<file path="config.mk">
export PLATFORM = sky130hd
export DESIGN_NAME = led_event_stretcher
export DESIGN_NICKNAME = d
export VERILOG_FILES = /design/src/rtl/led_event_stretcher_pkg.sv /design/src/rtl/led_event_stretcher.sv
export SDC_FILE = /design/constraint.sdc
export NUM_CORES = 1
export LEC_CHECK = 0
export CELL_PAD_IN_SITES_DETAIL_PLACEMENT = 1
export CELL_PAD_IN_SITES_GLOBAL_PLACEMENT = 2
export CORE_MARGIN = 3
export CORE_UTILIZATION = 25
export DETAILED_ROUTE_END_ITERATION = 16
export PLACE_DENSITY_LB_ADDON = 0.1
export SKIP_CTS_REPAIR_TIMING = 1
export SYNTH_ARGS = -nofsm -noshare
export SYNTH_HDL_FRONTEND = slang
export SYNTH_SLANG_ARGS = --single-unit
</file>
<file path="constraint.sdc">
create_clock -name i_Clk -period 2.1 [get_ports i_Clk]
set_input_delay 0.42 -clock i_Clk [delete_from_list [all_inputs] [get_ports i_Clk]]
set_output_delay 0.42 -clock i_Clk [all_outputs]
set_load 0.005 [all_outputs]
</file>
<file path="src/rtl/led_event_stretcher_pkg.sv">
// Shared constants for the LED event stretcher: state encodings,
// board clock rate and the millisecond-to-cycle helper.
package led_event_stretcher_pkg;

  typedef logic [1:0] state_t;

  localparam state_t ST_IDLE = 2'd0;
  localparam state_t ST_ON   = 2'd1;
  localparam state_t ST_GAP  = 2'd2;

  localparam int unsigned CLK_HZ = 25_000_000;

  function automatic int unsigned ms_to_cycles(input int unsigned ms);
    return (CLK_HZ / 1000) * ms;
  endfunction

endpackage

</file>
<file path="src/rtl/led_event_stretcher.sv">
// Stretches single-cycle events into visible LED pulses with a dark gap,
// queueing events that arrive mid-pulse in a saturating counter.
module led_event_stretcher
  import led_event_stretcher_pkg::*;
#(
  parameter int unsigned ON_COUNT  = ms_to_cycles(100),
  parameter int unsigned GAP_COUNT = ms_to_cycles(50),
  parameter int unsigned PEND_MAX  = 7
) (
  input  logic i_Clk,
  input  logic i_Rst,
  input  logic i_Event,
  output logic o_LED,
  output logic o_Busy,
  output logic o_Overflow
);

  localparam int unsigned CMAX =
    (ON_COUNT > GAP_COUNT) ? ON_COUNT : GAP_COUNT;
  localparam int unsigned CW = (CMAX > 1) ? $clog2(CMAX) : 1;
  localparam int unsigned PW = $clog2(PEND_MAX + 1);

  localparam logic [CW-1:0] ON_LAST  = CW'(ON_COUNT - 1);
  localparam logic [CW-1:0] GAP_LAST = CW'(GAP_COUNT - 1);
  localparam logic [PW-1:0] P_MAX    = PW'(PEND_MAX);

  state_t        r_State;
  logic [CW-1:0] r_Count;
  logic [PW-1:0] r_Pend;
  logic          r_LED;
  logic          r_Overflow;

  state_t        w_State;
  logic [CW-1:0] w_Count;
  logic [PW-1:0] w_Pend;
  logic          w_Queue;
  logic          w_Overflow;

  always_comb begin
    w_State    = r_State;
    w_Count    = r_Count;
    w_Pend     = r_Pend;
    w_Queue    = 1'b0;
    w_Overflow = 1'b0;
    case (r_State)
      ST_IDLE: begin
        w_Count = '0;
        // A fresh event starts directly; otherwise replay a queued one.
        if (i_Event) begin
          w_State = ST_ON;
        end else if (r_Pend != '0) begin
          w_State = ST_ON;
          w_Pend  = r_Pend - PW'(1);
        end
      end
      ST_ON: begin
        w_Queue = 1'b1;
        if (r_Count == ON_LAST) begin
          w_State = ST_GAP;
          w_Count = '0;
        end else begin
          w_Count = r_Count + CW'(1);
        end
      end
      ST_GAP: begin
        w_Queue = 1'b1;
        if (r_Count == GAP_LAST) begin
          w_State = ST_IDLE;
          w_Count = '0;
        end else begin
          w_Count = r_Count + CW'(1);
        end
      end
      default: begin
        w_State = ST_IDLE;
        w_Count = '0;
      end
    endcase
    if (w_Queue && i_Event) begin
      if (r_Pend < P_MAX) begin
        w_Pend = r_Pend + PW'(1);
      end else begin
        w_Overflow = 1'b1;
      end
    end
  end

  always_ff @(posedge i_Clk) begin
    if (i_Rst) begin
      r_State    <= ST_IDLE;
      r_Count    <= '0;
      r_Pend     <= '0;
      r_LED      <= 1'b0;
      r_Overflow <= 1'b0;
    end else begin
      r_State    <= w_State;
      r_Count    <= w_Count;
      r_Pend     <= w_Pend;
      r_LED      <= (w_State == ST_ON);
      r_Overflow <= w_Overflow;
    end
  end

  assign o_LED      = r_LED;
  assign o_Overflow = r_Overflow;
  assign o_Busy     = (r_State != ST_IDLE) || (r_Pend != '0);

endmodule

</file>
==> insert_results.sql <==
INSERT INTO impl_metrics (metric_group, metric, value, unit) VALUES
('status', 'status', 'finished, violations left', ''),
('status', 'failed_checks', 'negative setup slack', ''),
('cells_and_area', 'count_of_antenna_diodes_in_the_layout', '0', ''),
('floorplanning', 'floorplan.die_area', '6770', 'µm²'),
('sta', 'slew_headroom', '0.743', ''),
('cells_and_area', 'multi_input_comb_area', '822', 'µm²'),
('placement', 'place_worst_setup_slack', '-0.00633', 'ns'),
('placement', 'dp_hpwl', '2690', 'µm'),
('clock_tree', 'cts.clk_slew.worst_paths', '0.06', 'ns'),
('placement', 'place.gp.congestion', '0.741', ''),
('sta', 'worst_hold_slack', '0.518', 'ns'),
('global_route', 'grt_start_max_net_pins', '23', ''),
('sta', 'tns', '-0.0387', 'ns'),
('routing', 'wl_per_cell', '13.7', 'µm'),
('logic_synthesis', 'synth_nets', '179', ''),
('routing', 'detail-route-antenna-nets', '0', ''),
('logic_synthesis', 'yosys.area.top_type', 'sky130_fd_sc_hd__dfxtp_1', ''),
('power', 'p_per_area', '755', 'nW/µm²'),
('sta', 'f_max', '474', 'MHz'),
('cells_and_area', 'layout.cells.most_common_list', 'sky130_fd_sc_hd__nor2_1, sky130_fd_sc_hd__dfxtp_1, sky130_fd_sc_hd__xor2_1, sky130_fd_sc_hd__buf_4, sky130_fd_sc_hd__nand2_1', ''),
('power', 'vdd_ir_drop_max', '0.000268', 'V'),
('logic_synthesis', 'synth_seq_area_share', '0.399', ''),
('floorplanning', 'die_width', '82.3', 'µm'),
('cells_and_area', 'sequential_cell_area', '584', 'µm²'),
('hold_path', 'hold_path_class', 'flop to flop', ''),
('global_route', 'grt_pass1_vias', '1318', ''),
('cells_and_area', 'finalCoreUtilization', '0.321', ''),
('logic_synthesis', 'mappedNetlistArea', '1460', 'µm²'),
('cells_and_area', 'layout.cells.most_common', 'sky130_fd_sc_hd__nor2_1', ''),
('worst_setup_path', 'worst_endpoint_data_arrival_time', '2.28', 'ns'),
('routing', 'route.detailed.drc', '0', ''),
('clock_tree', 'worst_skew_pair.late_latency', '0.27', 'ns'),
('worst_setup_path', 'crit_required', '2.27', 'ns'),
('sta', 'finalWorstPathRequiredPeriod', '2.11', 'ns'),
('global_route', 'antenna_violations_before_repair', '0', ''),
('floorplanning', 'dieHeight', '82.3', 'µm'),
('placement', 'io_buffers', '5', ''),
('routing', 'vias', '1237', ''),
('sta', 'min_setup_slack_post_route', '-0.0112', 'ns'),
('routing', 'avgViaCountPerCell', '4.67', ''),
('worst_setup_path', 'start_to_end_type_of_the_worst_setup_path', 'flop to flop', ''),
('logic_synthesis', 'netlist_cell_types', '36', ''),
('clock_tree', 'numCtsBuffers', '5', ''),
('logic_synthesis', 'synth.yosys.warnings', '0', ''),
('sta', 'fin_worst_skew', '0.00312', 'ns'),
('global_route', 'grt_use_total', '0.122', ''),
('logic_synthesis', 'synth.area.top_cells', 'sky130_fd_sc_hd__dfxtp_1, sky130_fd_sc_hd__xor2_1, sky130_fd_sc_hd__nor2_1, sky130_fd_sc_hd__ha_1, sky130_fd_sc_hd__nand4_1', ''),
('worst_setup_path', 'timing.critical_path.from_type', 'flop', ''),
('sta', 'rsz0062_at_grt', 'yes', ''),
('cells_and_area', 'number_of_fill_cells_in_the_layout', '690', ''),
('clock_tree', 'cts_tree', 'built', ''),
('logic_synthesis', 'synth_seq_cells', '29', ''),
('sta', 'setup_viol', '12', ''),
('global_route', 'grt_first_pass_wirelength', '6180', 'µm'),
('clock_tree', 'cts_htree_levels', '2', ''),
('sta', 'tightestPinTransition', '0.380', 'ns'),
('power', 'p_leak', '0.624', 'nW'),
('flow_run', 'timing.max_cap.violations', '0', ''),
('logic_synthesis', 'postSynthCellCount', '168', ''),
('floorplanning', 'ios', '6', ''),
('logic_synthesis', 'post_synth.cell_area_avg', '8.66', 'µm²'),
('global_route', 'grt.overflow.total', '0', ''),
('clock_tree', 'ctsLongestPathBuffers', '2', ''),
('cells_and_area', 'area.growth.synth_to_final', '23.0', '%'),
('sta', 'timing.final.crit_share', '1.01', ''),
('sta', 'timing.final.max_slew_violations', '0', ''),
('worst_setup_path', 'critPathMaxFanout', '22', ''),
('cells_and_area', 'final_cell_area', '1790', 'µm²'),
('cells_and_area', 'post_route_cells_drive_above_1_share', '0.140', ''),
('floorplanning', 'rows', '27', ''),
('placement', 'postPlaceCellArea', '1700', 'µm²');
state kept, by name (all words and copies together) (netlist names):
name / cells
o_LED: 1
o_Overflow: 1
r_State: 2
r_Pend: 3
r_Count: 22
synthesized netlist by cell type:
cell type,n
sky130_fd_sc_hd__xnor2_1,5
sky130_fd_sc_hd__a31oi_1,1
sky130_fd_sc_hd__o31ai_1,1
sky130_fd_sc_hd__and3_1,2
sky130_fd_sc_hd__nand2b_1,2
sky130_fd_sc_hd__nor3_1,2
sky130_fd_sc_hd__ha_1,8
sky130_fd_sc_hd__or3_1,1
sky130_fd_sc_hd__o21ai_0,3
sky130_fd_sc_hd__and4b_1,1
sky130_fd_sc_hd__o21ai_2,1
sky130_fd_sc_hd__clkbuf_1,2
sky130_fd_sc_hd__or4b_1,1
sky130_fd_sc_hd__a311oi_1,2
sky130_fd_sc_hd__nor2_1,28
sky130_fd_sc_hd__nand3_1,11
sky130_fd_sc_hd__a21oi_1,5
sky130_fd_sc_hd__o21a_1,1
sky130_fd_sc_hd__a221oi_1,1
sky130_fd_sc_hd__or4bb_1,2
sky130_fd_sc_hd__nor4bb_1,1
sky130_fd_sc_hd__dfxtp_1,29
sky130_fd_sc_hd__xor2_1,15
sky130_fd_sc_hd__nor2b_1,2
sky130_fd_sc_hd__nand4b_1,1
sky130_fd_sc_hd__nand4_1,9
sky130_fd_sc_hd__nor4b_1,2
sky130_fd_sc_hd__nand2_1,12
sky130_fd_sc_hd__and2b_1,1
sky130_fd_sc_hd__and2_1,1
sky130_fd_sc_hd__a21boi_0,1
sky130_fd_sc_hd__inv_1,8
sky130_fd_sc_hd__a211oi_1,1
sky130_fd_sc_hd__buf_6,2
sky130_fd_sc_hd__nor4_1,2
sky130_fd_sc_hd__or4_1,1
report_power, final:
group / switching (W) / total (W) / internal (W) / leakage, nW
registers: 0.0000316 / 0.000620 / 0.000588 / 0.236
clock network: 0.000202 / 0.000437 / 0.000235 / 0.0395
logic: 0.000158 / 0.000293 / 0.000135 / 0.349
total: 0.000392 / 0.00135 / 0.000958 / 0.624
metal layers:
| metal | GRT usage | up-vias | part of all wire |
|---|---|---|---|
| met4 | 0.0498 | 0 | 0.013 |
| li1 | - | 628 | - |
| met1 | 0.149 | 596 | 0.46 |
| met5 | 0 | - | 0 |
| met2 | 0.201 | 9 | 0.50 |
| met3 | 0.0325 | 4 | 0.022 |
through the flow:
stage	std cells	total power [W]
final	265	0.00135
after global routing	265	0.00145
after CTS	265	0.00137
after detailed placement	257	0.000918
after global placement	257	0.000915
after floorplan	168	0.000813
cell families after synthesis:
logic type	count (synthesis)	synth area share
simple gates	82	0.294
flops	29	0.399
xor+xnor	20	0.120
compound gates	17	0.0765
buf+inv	12	0.0413
fa+ha+maj	8	0.0688
critical path, cell delays in order (launching register included):
cell and delay (ns):
sky130_fd_sc_hd__dfxtp_2 0.32, sky130_fd_sc_hd__or4_4 0.53, sky130_fd_sc_hd__or4b_4 0.50, sky130_fd_sc_hd__o21a_1 0.23
sky130_fd_sc_hd__o21ai_2 0.18, sky130_fd_sc_hd__buf_12 0.18, sky130_fd_sc_hd__nor2_1 0.06
worst paths after layout:
kind,from,endpoint,slack [ns],depth (start not counted)
worst min-delay path,r_Pend[2],r_Pend[2],0.52,2
worst min register to register,r_Pend[2],r_Pend[2],0.52,2
worst max register to register,r_Count[5],r_Count[7],-0.01,6
worst max-delay path,r_Count[5],r_Count[7],-0.01,6
layout make-up:
type,count,share of cell area
clock buffers,8,0.0448
repair buffers,21,0.102
multi-input cells,127,0.459
well taps,72,0.0503
inverters,8,0.0168
flip-flops and latches,29,0.327
(Power assumes the default switching activity.)
